### src/rtl/anpc_gate_deadtime.sv
// 3L-ANPC gate sequencer: break-before-make with programmable dead time.
// Optional `GATE_INTERLOCK_EN adds a shoot-through check on the next gate word.
module anpc_gate_deadtime #(
  parameter int TDELAY_WIDTH = 8
) (
  input  logic                    clk,
  input  logic                    rst,
  input  logic                    en_i,
  input  logic [2:0]              state_i,
  input  logic [TDELAY_WIDTH-1:0] tdelay_i,
  output logic [5:0]              gate_o,
  output logic [2:0]              applied_state_o,
  output logic                    applied_vld_o,
  output logic                    busy_o,
  output logic                    fault_o
);

  typedef enum logic [1:0] {OFF_ALL, IDLE, DEAD, ON} fsm_t;

  localparam logic [2:0] ST_P = 3'd0;

  // Gate word is {S6,S5,S4,S3,S2,S1}
  function automatic logic [5:0] gate_map(input logic [2:0] s);
    case (s)
      3'd0:    gate_map = 6'b100011;
      3'd1:    gate_map = 6'b011010;
      3'd2:    gate_map = 6'b010010;
      3'd3:    gate_map = 6'b100100;
      3'd4:    gate_map = 6'b100101;
      3'd5:    gate_map = 6'b011100;
      default: gate_map = 6'b000000;
    endcase
  endfunction

  fsm_t                    fsm_q, fsm_d;
  logic [2:0]              tgt_q, tgt_d;
  logic [TDELAY_WIDTH-1:0] cnt_q, cnt_d;
  logic [5:0]              gate_d;
  logic [2:0]              app_d;
  logic                    vld_d, busy_d, fault_d;
  logic                    violation;
  logic                    locked;
  logic                    st_valid, st_change;
  logic [2:0]              tgt_sel;
  logic [5:0]              tgt_map;
  logic [5:0]              off_mask;

  assign st_valid  = (state_i <= 3'd5);
  assign st_change = (state_i != applied_state_o);
  // While dead-timing, the latched target drives the map; otherwise the live request.
  assign tgt_sel   = (fsm_q == DEAD) ? tgt_q : state_i;
  assign tgt_map   = gate_map(tgt_sel);
  assign off_mask  = gate_o & ~tgt_map;

`ifdef GATE_INTERLOCK_EN
  logic lock_q, lock_d;
  assign locked = lock_q;

  function automatic logic ilk_bad(input logic [5:0] g);
    ilk_bad = (g[0] & g[4]) | (g[3] & g[5]) | (&g[3:0]);
  endfunction
`else
  assign locked = 1'b0;
`endif

  always_ff @(posedge clk) begin
    if (rst) begin
      fsm_q           <= OFF_ALL;
      tgt_q           <= ST_P;
      cnt_q           <= '0;
      gate_o          <= '0;
      applied_state_o <= ST_P;
      applied_vld_o   <= 1'b0;
      busy_o          <= 1'b0;
      fault_o         <= 1'b0;
    end else begin
      fsm_q           <= fsm_d;
      tgt_q           <= tgt_d;
      cnt_q           <= cnt_d;
      gate_o          <= gate_d;
      applied_state_o <= app_d;
      applied_vld_o   <= vld_d;
      busy_o          <= busy_d;
      fault_o         <= fault_d;
    end
  end

`ifdef GATE_INTERLOCK_EN
  always_ff @(posedge clk) begin
    if (rst) lock_q <= 1'b0;
    else     lock_q <= lock_d;
  end
`endif

  always_comb begin
    fsm_d = fsm_q;
    if (!en_i) begin
      fsm_d = OFF_ALL;
    end else begin
      case (fsm_q)
        OFF_ALL: if (st_valid && !locked) fsm_d = ON;
        IDLE:    if (st_valid && st_change) fsm_d = (off_mask != '0) ? DEAD : ON;
        DEAD:    if (cnt_q == TDELAY_WIDTH'(1)) fsm_d = ON;
        ON:      fsm_d = IDLE;
        default: fsm_d = OFF_ALL;
      endcase
      if (violation) fsm_d = OFF_ALL;
    end
  end

  always_comb begin
    gate_d    = gate_o;
    app_d     = applied_state_o;
    vld_d     = applied_vld_o;
    busy_d    = busy_o;
    fault_d   = fault_o;
    tgt_d     = tgt_q;
    cnt_d     = cnt_q;
    violation = 1'b0;
`ifdef GATE_INTERLOCK_EN
    lock_d    = lock_q;
`endif
    if (!en_i) begin
      // Forced turn-off skips dead time; disabling also clears fault and lockout.
      gate_d  = '0;
      vld_d   = 1'b0;
      busy_d  = 1'b0;
      fault_d = 1'b0;
`ifdef GATE_INTERLOCK_EN
      lock_d  = 1'b0;
`endif
    end else begin
      case (fsm_q)
        OFF_ALL: begin
          if (!st_valid) begin
            fault_d = 1'b1;
          end else if (!locked) begin
            tgt_d  = state_i;
            gate_d = tgt_map;
            app_d  = state_i;
            vld_d  = 1'b1;
          end
        end
        IDLE: begin
          if (!st_valid) begin
            fault_d = 1'b1;
          end else if (st_change) begin
            tgt_d = state_i;
            if (off_mask != '0) begin
              gate_d = gate_o & tgt_map;
              busy_d = 1'b1;
              cnt_d  = (tdelay_i == '0) ? TDELAY_WIDTH'(1) : tdelay_i;
            end else begin
              gate_d = tgt_map;
              app_d  = state_i;
              vld_d  = 1'b1;
            end
          end
        end
        DEAD: begin
          if (cnt_q == TDELAY_WIDTH'(1)) begin
            gate_d = tgt_map;
            app_d  = tgt_q;
            vld_d  = 1'b1;
            busy_d = 1'b0;
          end else begin
            cnt_d = cnt_q - TDELAY_WIDTH'(1);
          end
        end
        default: ;
      endcase
`ifdef GATE_INTERLOCK_EN
      violation = ilk_bad(gate_d);
      if (violation) begin
        gate_d  = '0;
        vld_d   = 1'b0;
        busy_d  = 1'b0;
        fault_d = 1'b1;
        lock_d  = 1'b1;
      end
`endif
    end
  end

endmodule

### config.mk
export PLATFORM = sky130hd
export DESIGN_NAME = anpc_gate_deadtime
export DESIGN_NICKNAME = d
export VERILOG_FILES = /design/src/rtl/anpc_gate_deadtime.sv
export SDC_FILE = /design/constraint.sdc
export NUM_CORES = 1
export LEC_CHECK = 0
export CAP_MARGIN = 20
export CELL_PAD_IN_SITES_DETAIL_PLACEMENT = 1
export CELL_PAD_IN_SITES_GLOBAL_PLACEMENT = 2
export CORE_MARGIN = 2
export CORE_UTILIZATION = 37
export CTS_CLUSTER_SIZE = 12
export DETAILED_ROUTE_END_ITERATION = 8
export DONT_BUFFER_PORTS = 1
export GPL_ROUTABILITY_DRIVEN = 0
export PLACE_DENSITY_LB_ADDON = 0.1
export SLEW_MARGIN = 20
export SYNTH_ARGS = -nofsm -noshare
export SYNTH_HDL_FRONTEND = slang
export SYNTH_SLANG_ARGS = --single-unit
### constraint.sdc
create_clock -name clk -period 2.4 [get_ports clk]
set_input_delay 0.24 -clock clk [delete_from_list [all_inputs] [get_ports clk]]
set_output_delay 0.24 -clock clk [all_outputs]
set_load 0.1 [all_outputs]
# [Word level (Yosys, flattened, before mapping)]
# Index checks and enable logic that the tools add are counted.
[word_totals] reg_bits=25 out_inout_bits=12 word_cells=90
[op_classes] n_addsub=1 magnitude_cmp=1 eq_ne=18 mux=39 bitwise_logic=5 n_reduce_logical=18
[op_table] operator="two-way mux 8 bit" n=5
[op_table] operator="one-hot mux 6 bit (6 select lines)" n=1
[op_table] operator="two-way mux 6 bit" n=5
[op_table] operator="two-way mux 3 bit" n=8
[op_table] operator="one-hot mux 6 bit (3 select lines)" n=1
[op_table] operator="one-hot mux 8 bit (2 select lines)" n=1
[op_table] operator="AND reduction 5 bit" n=3
[op_table] operator="inequality test 2 bit (second input constant)" n=7
[op_table] operator="AND 6 bit" n=2
[op_table] operator="AND reduction 6 bit" n=2
[op_table] operator="two-way mux 1 bit" n=10
[op_table] operator="one-hot mux 3 bit (3 select lines)" n=1
[op_table] operator="equality test 8 x 1 -> 1 bit (second input constant)" n=1
[op_table] operator="logical NOT 8 bit" n=1
[op_table] operator="one-hot mux 2 bit (4 select lines)" n=1
[op_table] operator="subtractor 8 x 1 -> 8 bit (second input constant)" n=1
[op_table] operator="AND reduction 7 bit" n=1
[op_table] operator="equality test 3 x 2 -> 1 bit (second input constant)" n=2
[op_table] operator="equality test 3 bit (second input constant)" n=2
[op_table] operator="two-way mux 2 bit" n=3
[op_table] operator="inverter 6 bit" n=1
[op_table] operator="one-hot mux 3 bit (2 select lines)" n=1
[op_table] operator="nonzero test 6 bit" n=1
[op_table] operator="equality test 2 bit (second input constant)" n=2
[op_table] operator="other kinds (16)" n=19

# [Longest topological paths before layout]
[logic_depth] word_depth=11 mapped_depth=9

# [Worst setup path before layout]
# Ideal clock, no wire load.
[synth_timing] path_type="flip-flop to flip-flop" start="register applied_state_o[0]" end="register cnt_q[5]" setup_time_ns=0.137 arrival_ns=2.455 slack_ns=-0.191 stages_incl_launch_ff=8 path_buffers=1 synth_period_minus_slack_ns=2.591 path_cell_list="dfxtp_1 xor2_1 o41ai_2 a21oi_1 buf_2 a32o_1 a2bb2oi_1 a21oi_1"
[synth_between] elab_chain_cells=3
[synth_rtl] element="start: declaration" line="12" text="output logic [2:0] applied_state_o,"
[synth_rtl] element="start signal: assignment" line="81" text="applied_state_o <= app_d;"
[synth_rtl] element="inequality test 3 bit" line="49" text="assign st_change = (state_i != applied_state_o);"
[synth_rtl] element="inequality test 2 bit (no line)"
[synth_rtl] element="AND reduction 6 bit (no line)"
[synth_rtl] element="end signal: assignment" line="79" text="cnt_q <= cnt_d;"
[synth_rtl] element="end: declaration" line="37" text="logic [TDELAY_WIDTH-1:0] cnt_q, cnt_d;"
# No other way between the ends.
# A chain may end at the register's enable or synchronous reset.

# [Final worst setup path]
[layout_timing] start="register fsm_q[1]" end="register cnt_q[2]"
[layout_between] elab_chain_cells=9
[layout_rtl] element="start: declaration" line="35" text="fsm_t fsm_q, fsm_d;"
[layout_rtl] element="start signal: assignment" line="77" text="fsm_q <= fsm_d;"
[layout_rtl] element="equality test 2 bit" line="51, 133"
[layout_rtl] element="two-way mux 3 bit" line="51" text="assign tgt_sel = (fsm_q == DEAD) ? tgt_q : state_i;"
[layout_rtl] element="equality test 3 bit, or another cell as far along" line="24" text="case (s)"
[layout_rtl] element="one-hot mux 6 bit (6 select lines)" line="24"
[layout_rtl] element="inverter 6 bit" line="53" text="assign off_mask = gate_o & ~tgt_map;"
[layout_rtl] element="AND 6 bit" line="53"
[layout_rtl] element="nonzero test 6 bit" line="149" text="if (off_mask != '0) begin"
[layout_rtl] element="inequality test 2 bit (no line)"
[layout_rtl] element="AND reduction 6 bit (no line)"
# Parallel ways exist; a longest one is shown, timed or not.

==> impl_metrics.py <==
metrics = {
    "outcome": {
        "status": "complete, no violations",
    },
    "die": {
        "core_um2": 4380,
        "die_height_um": 71.7,
        "die-area_um2": 5140,
        "start_util_pct": 38.7,
        "i_o_pin_count": 26,
        "row_count": 24,
        "die_width_um": 71.7,
    },
    "finish": {
        "area_growth_pct": 14.0,
        "finalCoreUtilization_pct": 44.1,
        "final_layout_size_suffix_gt1_share_pct": 22.2,
        "design.final.nets": 238,
        "layout.filler_cells": 537,
        "multiInputGateArea_um2": 1080,
        "final-seq-area_um2": 504,
        "antenna_cells": 0,
    },
    "route": {
        "drt_pre_antenna_iters": 4,
        "drc": 0,
        "top_layer": "met4",
        "vias_per_cell": 6.04,
        "met3_length_um": 186,
        "post_dr_wirelength_cell_um": 18.5,
        "met2WireLength_mm": 2.47,
        "route.antenna.remaining_nets": 0,
        "dr_total_vias": 1649,
        "drt_iter0_markers": 78,
        "wl_met1_mm": 2.27,
        "drt_wl_total_mm": 5.05,
    },
    "worst_setup_path": {
        "worstSetupStartpoint": "fsm_q[1]$_SDFFE_PP0P_",
        "criticalPathCategory": "flip-flop to flip-flop",
        "timing.critical_path.cells": "nor2b_4 -> mux2_2 -> or3b_1 -> nand4_2 -> o21ai_4 -> a2111oi_2",
        "critPathMaxFanout": 6,
        "critical_path.reg2reg.startpoint": "fsm_q[1]$_SDFFE_PP0P_",
        "crit_path_end_kind": "flip-flop",
        "crit_required_ns": 2.57,
        "critPathSlowestCell": "sky130_fd_sc_hd__dfxtp_1",
        "reg2reg_setup_slack_ns": 0.17,
        "startpoint_type": "flip-flop",
        "timing.critical_path.arrival_ns": 2.40,
        "cpPeakStageDelay_ns": 0.43,
    },
    "yosys": {
        "post_synth.cell_area_avg_um2": 8.27,
        "synth_ff_type": "sky130_fd_sc_hd__dfxtp_1",
        "synth_top_area_share_pct": 29.5,
        "yosys_reg_bits": 25,
        "syn-instance-count": 205,
        "synth.distinct_cells": 54,
        "synth.cell_area_um2": 1700,
        "synth_warnings": 0,
        "seq_area_frac_synth_pct": 29.5,
        "synth.largest_area_cell": "sky130_fd_sc_hd__dfxtp_1",
        "synth.net_count": 221,
        "edff_count_synth": 0,
        "synth.top_cells.by_area": "sky130_fd_sc_hd__dfxtp_1 30%, sky130_fd_sc_hd__a21oi_1 7.1%, sky130_fd_sc_hd__nand2_1 4.2%",
        "ys_async_rst_share_pct": 0,
    },
    "timing": {
        "rsz0062_at_grt": "false",
        "final.setup.tns_ns": 0,
        "final_hold_viol_count": 0,
        "tightestPinTransition_ns": 0.441,
        "finalWorstPathRequiredPeriod_ns": 2.23,
        "layout_setup_ws_ns": 0.174,
        "setup_viol_count_final": 0,
        "timing_max_transition_violations_final": 0,
        "relSlewSlack_pct": 70.5,
        "timing.clock.skew_ns": 0.00247,
        "timing.final.crit_share_pct": 92.8,
        "max_clock_freq_ghz": 0.449,
    },
    "global_route": {
        "grt_start_max_net_pins": 22,
        "grt_usage_pct": 20.9,
        "grt_pass1_vias": 1700,
        "first_pass_grt_wire_length_mm": 8.52,
        "grt_overflow": 0,
        "antenna_found_initial": 0,
    },
    "clock_network": {
        "cts_inserted_buffers": 3,
        "cts_clock_pin_slew_for_the_worst_setup_and_hold_paths_ns": 0.09,
        "tritoncts": "yes",
        "clock_root_buffer_master": "sky130_fd_sc_hd__clkbuf_8",
        "h-tree-depth": 1,
        "clkLatencyLatePin_ns": 0.27,
        "clock_sinks": 25,
        "clockBufferDepth": 2,
    },
    "power": {
        "cellPowerDensity_nw_per_um2": 623,
        "p_leak_nw": 0.757,
        "peakVddDrop_mv": 0.266,
        "fin_total_pwr_mw": 1.21,
    },
    "min_path": {
        "min_delay_worst_type": "primary input to flip-flop",
        "hold_path_startpoint": "rst",
    },
    "placement": {
        "hpwl_mm": 3.79,
        "dp_slack_ns": 0.0941,
        "io_buffers": 0,
    },
    "job": {
        "drv_cap": 0,
    },
}
==> final timing paths <==
check,cells past startpoint,end
worst max-delay path,6,cnt_q[2]$_SDFFE_PP0P_
worst min-delay path,1,applied_state_o[0]$_SDFFE_PP0P_
worst max register to register,6,cnt_q[2]$_SDFFE_PP0P_
worst min register to register,2,busy_o$_SDFFE_PP0P_
==> Yosys cell counts, types with 4 or more instances <==
cell type	n
sky130_fd_sc_hd__o21ai_0	8
sky130_fd_sc_hd__dfxtp_1	25
sky130_fd_sc_hd__nor3b_1	4
sky130_fd_sc_hd__a21oi_1	24
sky130_fd_sc_hd__nor4_1	4
sky130_fd_sc_hd__nand2b_1	11
sky130_fd_sc_hd__nand3_1	7
sky130_fd_sc_hd__buf_2	5
sky130_fd_sc_hd__nand2_1	19
sky130_fd_sc_hd__nor2_1	11
sky130_fd_sc_hd__clkbuf_1	6
sky130_fd_sc_hd__o21a_1	4
sky130_fd_sc_hd__inv_1	9
sky130_fd_sc_hd__a31oi_1	5
==> cell type report <==
cell class	count	share of cell area, %
Tap cell	52	3.37
Timing Repair Buffer	26	10.4
Clock buffer	4	2.33
Sequential cell	25	26.1
Inverter	9	1.75
Multi-Input combinational cell	157	56.1
==> worst max-delay path: cells and delay by family (launching register included) <==
family / cells / cell delay, ns
mux: 1 / 0.36
simple gates: 3 / 0.84
compound gates: 2 / 0.50
flops: 1 / 0.43
==> placed cells by master (no fill, tap or decap), types with 4 or more instances in the layout <==
cell,instances
sky130_fd_sc_hd__a21oi_1,24
sky130_fd_sc_hd__buf_4,24
sky130_fd_sc_hd__dfxtp_1,22
sky130_fd_sc_hd__nand2_1,19
sky130_fd_sc_hd__nand2b_1,11
sky130_fd_sc_hd__nor2_1,11
sky130_fd_sc_hd__inv_1,9
sky130_fd_sc_hd__o21ai_0,8
sky130_fd_sc_hd__nand3_1,7
sky130_fd_sc_hd__a31oi_1,5
sky130_fd_sc_hd__nor4_1,4
sky130_fd_sc_hd__nor3b_1,4
sky130_fd_sc_hd__o21a_1,4
==> through the flow <==
step	cells	hold slack [ns]	cell area, um^2
global route	273	-0.000814	1930
floorplan	205	0.439	1700
CTS	270	0.00573	1900
global placement	266	0.300	1860
finish	273	0.00964	1930
detailed placement	266	0.305	1860
==> power by group <==
part | internal, mW | switching, mW
Clock | 0.119 | 0.144
Combinational | 0.157 | 0.306
Sequential | 0.446 | 0.0331
==> sequential cells by signal, indices dropped and copies added, names as in the netlist <==
register         cells
busy_o               1
fsm_q                2
tgt_q                3
cnt_q                8
fault_o              1
applied_vld_o        1
gate_o               6
applied_state_o      3
==> routing by layer <==
layer / track usage, % / up-vias
met2: 35.6 / 40
met4: 8.39 / 0
met1: 26.2 / 806
met3: 3.38 / 11
li1: - / 792
met5: 0 / -
==> repair_timing <==
action	in CTS	in global routing
setup buffers	0	1
setup endpoints to repair	0	8
gates resized for setup	0	1
hold buffers	0	2
hold endpoints to repair	0	1
==> cells by family after synthesis <==
logic type	after synthesis	synth area share [%]
AND/OR/NAND/NOR	80	27.7
AO/OA/AOI/OAI	67	30.1
flip-flops	25	29.5
buffers and inverters	23	6.57
multiplexers	5	3.10
XOR/XNOR	3	1.55
adder cells (fa/ha/maj)	2	1.48
Power figures use the tool's default switching activity.
